### config.mk
export PLATFORM = sky130hd
export DESIGN_NAME = sha256d_nonce_sequencer
export DESIGN_NICKNAME = d
export VERILOG_FILES = /design/src/rtl/sha256_pkg.sv /design/src/rtl/sha256d_pad.sv /design/src/rtl/sha256d_nonce_sequencer.sv
export SDC_FILE = /design/constraint.sdc
export NUM_CORES = 2
export LEC_CHECK = 0
export ABC_AREA = 1
export BUFFER_PORTS_ARGS = -buffer_cell sky130_fd_sc_hd__buf_2
export CAP_MARGIN = 20
export CORE_AREA = 8 8 770 772
export CTS_CLUSTER_DIAMETER = 200
export DETAILED_ROUTE_END_ITERATION = 8
export DIE_AREA = 0 0 778 780
export GPL_TIMING_DRIVEN = 1
export HOLD_SLACK_MARGIN = 0.03
export PLACE_DENSITY = 0.31
export SYNTH_ARGS = -nofsm -noshare
export SYNTH_HDL_FRONTEND = slang
export SYNTH_SLANG_ARGS = --single-unit
### constraint.sdc
create_clock -name clk -period 1.8 [get_ports clk]
set_input_delay 0.09 -clock clk [delete_from_list [all_inputs] [get_ports clk]]
set_output_delay 0.09 -clock clk [all_outputs]
set_load 0.1 [all_outputs]
### src/rtl/sha256_pkg.sv
// Shared types and constants for the SHA256d nonce sequencer.
// Contents:
//   word_t / digest_t / block_t - SHA-256 word, 8-word digest, 16-word message block
//   PAD_WORD, BLK2_LEN, DIG_LEN - padding word and message bit lengths
//   state_e                     - sequencer FSM states
//   pad_sel_e                   - message block selector for sha256d_pad
package sha256_pkg;

   typedef logic [31:0] word_t;
   typedef word_t [0:7]  digest_t;
   typedef word_t [0:15] block_t;

   localparam int unsigned HDR_WORDS = 19;
   localparam word_t PAD_WORD = 32'h80000000;
   // Message bit lengths: 80-byte header, then the 32-byte first digest.
   localparam word_t BLK2_LEN = 32'h00000280;
   localparam word_t DIG_LEN  = 32'h00000100;

   typedef enum logic [2:0] {
      StIdle,
      StB1Go,
      StB1Wait,
      StB2Go,
      StB2Wait,
      StH2Go,
      StH2Wait,
      StOut
   } state_e;

   typedef enum logic {
      PadBlk2,
      PadDigest
   } pad_sel_e;

endpackage

### src/rtl/sha256d_pad.sv
// Combinational builder for the two padded message blocks used per nonce.
// Ports:
//   sel      - PadBlk2: header block 2 with nonce; PadDigest: padded 256-bit digest
//   hdr_tail - header words 16..18
//   nonce    - nonce word (header word 19)
//   digest   - first-pass digest to be hashed again
//   block    - resulting 16-word message block
module sha256d_pad
   import sha256_pkg::*;
(
   input  pad_sel_e              sel,
   input  logic [0:2][31:0]      hdr_tail,
   input  logic [31:0]           nonce,
   input  logic [0:7][31:0]      digest,
   output logic [0:15][31:0]     block
);

   always_comb begin
      block = '0;
      unique case (sel)
         PadDigest: begin
            for (int i = 0; i < 8; i++) begin
               block[i] = digest[i];
            end
            block[8]  = PAD_WORD;
            block[15] = DIG_LEN;
         end
         default: begin
            block[0]  = hdr_tail[0];
            block[1]  = hdr_tail[1];
            block[2]  = hdr_tail[2];
            block[3]  = nonce;
            block[4]  = PAD_WORD;
            block[15] = BLK2_LEN;
         end
      endcase
   end

endmodule

### src/rtl/sha256d_nonce_sequencer.sv
// Drives one SHA-256 compression core to compute SHA256d of an 80-byte block
// header over a range of nonces. Header block 1 is compressed once per job to
// obtain the midstate; each nonce then costs one chained block-2 pass and one
// pass over the padded first digest.
// Ports:
//   clk, reset                 - clock, synchronous active-high reset
//   start                      - job start pulse (honoured only when idle)
//   header[0:18]               - fixed header words, latched at start
//   nonce_base, nonce_count    - first nonce and number of nonces, latched at start
//   busy, job_done             - job in progress / one-cycle end-of-job pulse
//   res_valid/res_ready        - result handshake
//   res_nonce, res_hash[0:7]   - nonce and SHA256d digest of the current result
//   core_start, core_switch    - core pulse and chaining select (1 = use core_in)
//   core_message[0:15], core_in[0:7] - block and chaining value to the core
//   core_done, core_result[0:7]      - core completion pulse and digest
module sha256d_nonce_sequencer
   import sha256_pkg::*;
(
   input  logic                        clk,
   input  logic                        reset,
   input  logic                        start,
   input  logic [0:HDR_WORDS-1][31:0]  header,
   input  logic [31:0]                 nonce_base,
   input  logic [31:0]                 nonce_count,
   output logic                        busy,
   output logic                        job_done,
   output logic                        res_valid,
   input  logic                        res_ready,
   output logic [31:0]                 res_nonce,
   output logic [0:7][31:0]            res_hash,
   output logic                        core_start,
   output logic                        core_switch,
   output logic [0:15][31:0]           core_message,
   output logic [0:7][31:0]            core_in,
   input  logic                        core_done,
   input  logic [0:7][31:0]            core_result
);

   state_e                       state;
   logic [0:HDR_WORDS-1][31:0]   hdr_q;
   word_t                        nonce;
   word_t                        remaining;
   digest_t                      midstate;
   pad_sel_e                     pad_sel;
   block_t                       pad_block;

   // The digest pad reads core_result directly: the core keeps its result
   // until the next core_start, which is the H2_GO cycle itself.
   assign pad_sel = (state == StH2Go || state == StH2Wait) ? PadDigest : PadBlk2;

   sha256d_pad u_pad (
      .sel      (pad_sel),
      .hdr_tail (hdr_q[16:18]),
      .nonce    (nonce),
      .digest   (core_result),
      .block    (pad_block)
   );

   always_comb begin
      core_message = pad_block;
      if (state == StB1Go || state == StB1Wait) begin
         core_message = hdr_q[0:15];
      end
   end

   assign core_in = midstate;

   // core_start/core_switch are registered on entry to each *_GO state so they
   // are high exactly during the GO cycle.
   always_ff @(posedge clk) begin
      if (reset) begin
         state       <= StIdle;
         busy        <= 1'b0;
         job_done    <= 1'b0;
         res_valid   <= 1'b0;
         res_nonce   <= '0;
         res_hash    <= '0;
         core_start  <= 1'b0;
         core_switch <= 1'b0;
         midstate    <= '0;
         nonce       <= '0;
         remaining   <= '0;
         hdr_q       <= '0;
      end else begin
         job_done   <= 1'b0;
         core_start <= 1'b0;
         case (state)
            StIdle: begin
               if (start) begin
                  if (nonce_count == 32'd0) begin
                     job_done <= 1'b1;
                  end else begin
                     hdr_q       <= header;
                     nonce       <= nonce_base;
                     remaining   <= nonce_count;
                     busy        <= 1'b1;
                     core_start  <= 1'b1;
                     core_switch <= 1'b0;
                     state       <= StB1Go;
                  end
               end
            end
            StB1Go: state <= StB1Wait;
            StB1Wait: begin
               if (core_done) begin
                  midstate    <= core_result;
                  core_start  <= 1'b1;
                  core_switch <= 1'b1;
                  state       <= StB2Go;
               end
            end
            StB2Go: state <= StB2Wait;
            StB2Wait: begin
               if (core_done) begin
                  core_start  <= 1'b1;
                  core_switch <= 1'b0;
                  state       <= StH2Go;
               end
            end
            StH2Go: state <= StH2Wait;
            StH2Wait: begin
               if (core_done) begin
                  res_hash  <= core_result;
                  res_nonce <= nonce;
                  res_valid <= 1'b1;
                  state     <= StOut;
               end
            end
            StOut: begin
               if (res_valid && res_ready) begin
                  res_valid <= 1'b0;
                  remaining <= remaining - 32'd1;
                  if (remaining == 32'd1) begin
                     job_done <= 1'b1;
                     busy     <= 1'b0;
                     state    <= StIdle;
                  end else begin
                     nonce       <= nonce + 32'd1;
                     core_start  <= 1'b1;
                     core_switch <= 1'b1;
                     state       <= StB2Go;
                  end
               end
            end
            default: state <= StIdle;
         endcase
      end
   end

endmodule

==> flow_summary.yaml <==
status:
  run_status: "complete, but fails checks"
  violations: "setup timing"
worst_setup_path:
  cp_slowest_cell: "dfxtp_4"
  worstSetupPathType: "reg -> out"
  start_kind: "flip-flop"
  crit_buf_inv: 7
  crit_family: "buffers and inverters"
  worstPathCellList: "inv_4 > nand2_4 > inv_2 > nor2_4 > inv_4 > nor2_4 > inv_8 > buf_16 > buf_16 > o221ai_4 > buf_12"
  cp.required_ns: 1.71
  critPathArrivalTime_ns: 2.92
  cp-end-kind: "output pin"
  crit_path_max_incr_delay_ns: 0.39
  crit_fanout: 7
placement:
  dpl.cell_count: 16700
  hpwl_um: 484000
  dpl_cell_area_mm2: 0.0860
  gp_congestion: 0.906
  io_buffer_count: 1993
  place_ws_ns: -0.763
timing:
  fin_crit_ns: 3.01
  setup_viol: 1823
  worstMarginPinSlew_ns: 0.787
  skew_ns: 0.0884
  fin_crit_sh_pct: 167
  worst_slack_ns: -1.21
  finalHoldViolations: 0
  hold_ws_ns: 0.134
  max_clock_freq_mhz: 332
  slew_violations: 0
  finalSetupTns_ns: -856.64
  slew_headroom_pct: 47.9
  rsz0062_at_grt: "yes"
floorplan:
  core-area_mm2: 0.580
  fp-row-count: 280
  dieWidth_um: 778
  start_util_pct: 8.57
  die_h_um: 780
  dieArea_mm2: 0.607
  num_io_pins: 1994
detailed_routing:
  viasPerCell: 3.46
  drt_pass1_iterations: 7
  dr_total_vias: 64600
  route.detailed.drc: 0
  detail-route-antenna-nets: 0
  drt_iter0_drc: 4502
  wl_per_cell_um: 30.6
  drt-total-wl_um: 572000
cells_and_area:
  final_util_pct: 18.8
  layoutNonFillerInstCount: 18700
  fin_nets: 11500
  fin_area_mm2: 0.109
  fill_cells: 65100
  syn2layout_area_growth_pct: 119
  drive_gt1_share_pct: 33.3
global_route:
  grt_pass1_vias: 63800
  grt_use_met3_pct: 7.31
  grt_start_max_net_pins: 58
  grtUsageMet2_pct: 28.6
  grt_pass1_wl_um: 715000
  grt_use_total_pct: 18.0
  grt_busiest_layer: "met2"
  use_met1_pct: 22.3
  grt_overflow: 0
  antenna_found_initial: 443
min_path:
  hold_class: "in -> reg"
synth:
  ys.flop_type: "dfxtp_1"
  avgSynthCellArea_um2: 7.23
  synth-edff-count: 0
  ys_types: 33
  synth.yosys.seq_area_share_pct: 49.3
  synthCells: 6876
  synth_area_mm2: 0.0497
  syn_nets: 7812
  async_reset_ff_share_pct: 0
  ys_warn_count: 0
  yosys_register_bits: 1224
clocking:
  htreeDepth: 4
  clock_path_buffers: 4
  clk_latency_ns: 0.93
  cts_tree: "built"
  cts_root_buf: "clkbuf_16"
  path_clk_slew_ns: 0.06
  cts_sinks: 1224
  cts_made_buffers: 187
job:
  max_cap_violations: 0
power:
  power.total_mw: 123
  cellPowerDensity_mw_per_mm2: 1130
  p_leak_nw: 43.3
  vdd_ir_drop_max_uv: 759
[cell usage in the layout (no fill, tap or decap), drive strengths merged]
cell type	n
a211oi	2
a21oi	933
and3	1
buf	2671
bufbuf	5
bufinv	14
clkbuf	278
clkinv	32
clkinvlp	7
dfxtp	1224
diode	203
dlygate4sd3	1317
ha	3
inv	1001
mux2i	1
nand2	642
nand3	53
nand3b	2
nand4	16
nor2	1004
nor3	2
o211ai	2
o21ai	1331
o21bai	1
o221ai	127
o22ai	1
o31ai	4
or2	5
xnor2	9
xor2	9
[Yosys cell counts (2+ instances only)]
cell type,count,area share (%)
xor2_1,9,0.16
o31ai_1,4,0.060
o221ai_1,127,2.2
nor2_1,1000,7.6
nor2_2,2,0.025
dfxtp_1,1224,49
nor3_1,2,0.020
nor2_4,2,0.045
nand3_1,53,0.53
o211ai_1,2,0.030
xnor2_1,9,0.16
buf_1,12,0.091
buf_2,123,1.2
nand2_1,642,4.9
o21ai_0,1262,13
inv_2,9,0.068
o21ai_1,69,0.70
a21oi_1,932,9.4
clkbuf_1,372,2.8
buf_4,5,0.076
ha_1,3,0.076
a211oi_1,2,0.030
nand3b_1,2,0.030
or2_2,5,0.063
nand4_1,16,0.20
inv_1,981,7.4
[flip-flops by register name, summed over array words and instances, names as in the netlist]
register	count
core_switch	1
busy	1
res_nonce	32
core_in	256
remaining	32
res_valid	1
hdr_q	608
job_done	1
res_hash	256
core_start	1
state	3
nonce	32
[logic make-up after synthesis]
logic type | after synthesis | synth area share, %
AOI/OAI and AO/OA | 2401 | 25.2
DFF | 1224 | 49.3
and+or+nand+nor | 1725 | 13.3
buffers and inverters | 1504 | 11.7
muxes | 1 | 0.0201
adders and majority gates | 3 | 0.0756
xor gates and xnor gates | 18 | 0.317
[report_power, final]
| group | switching (mW) | total, mW | internal [mW] |
|---|---|---|---|
| combinational | 36.1 | 53.7 | 17.6 |
| clock | 16.0 | 38.9 | 22.9 |
| sequential | 0.931 | 30.7 | 29.8 |
| total | 53.0 | 123 | 70.3 |
[worst min-delay path, cell delays in order]
cell	delay [ns]
dlygate4sd3_1	0.51
buf_2	0.15
o21ai_0	0.10
a21oi_1	0.10
[per-layer routing]
layer,share of wire [%],wire length [um]
met1,42,243000
met5,0.15,862
met2,44,251000
met3,10,57900
met4,3.3,18800
[final cells by class]
type	count	area, um2	share of cell area [%]
Antenna cell	203	508	0.467
Clock buffer	264	5400	4.97
Clock inverter	64	840	0.772
Inverter	990	3750	3.44
Multi-Input combinational cell	4148	24800	22.8
Sequential cell	1224	24500	22.5
Tap cell	7755	9700	8.92
Timing Repair Buffer	4007	39200	36.1
[final timing paths]
kind         slack [ns]           from           endpoint  depth (start not counted)
min                0.13    header[425]         hdr_q[425]                          4
max reg2reg       -0.56       state[1]         hdr_q[471]                         10
min reg2reg        0.44  res_hash[244]      res_hash[244]                          2
max               -1.21       state[1]  core_message[432]                         11
[what timing repair did]
item,CTS,global route
hold endpoints to repair,1216,0
resized for setup,236,108
buffers inserted,40,46
cloned,23,9
endpoints found under the setup margin,2242,2254
pin swaps,28,10
hold buffers,1317,0
(Power assumes the default switching activity.)
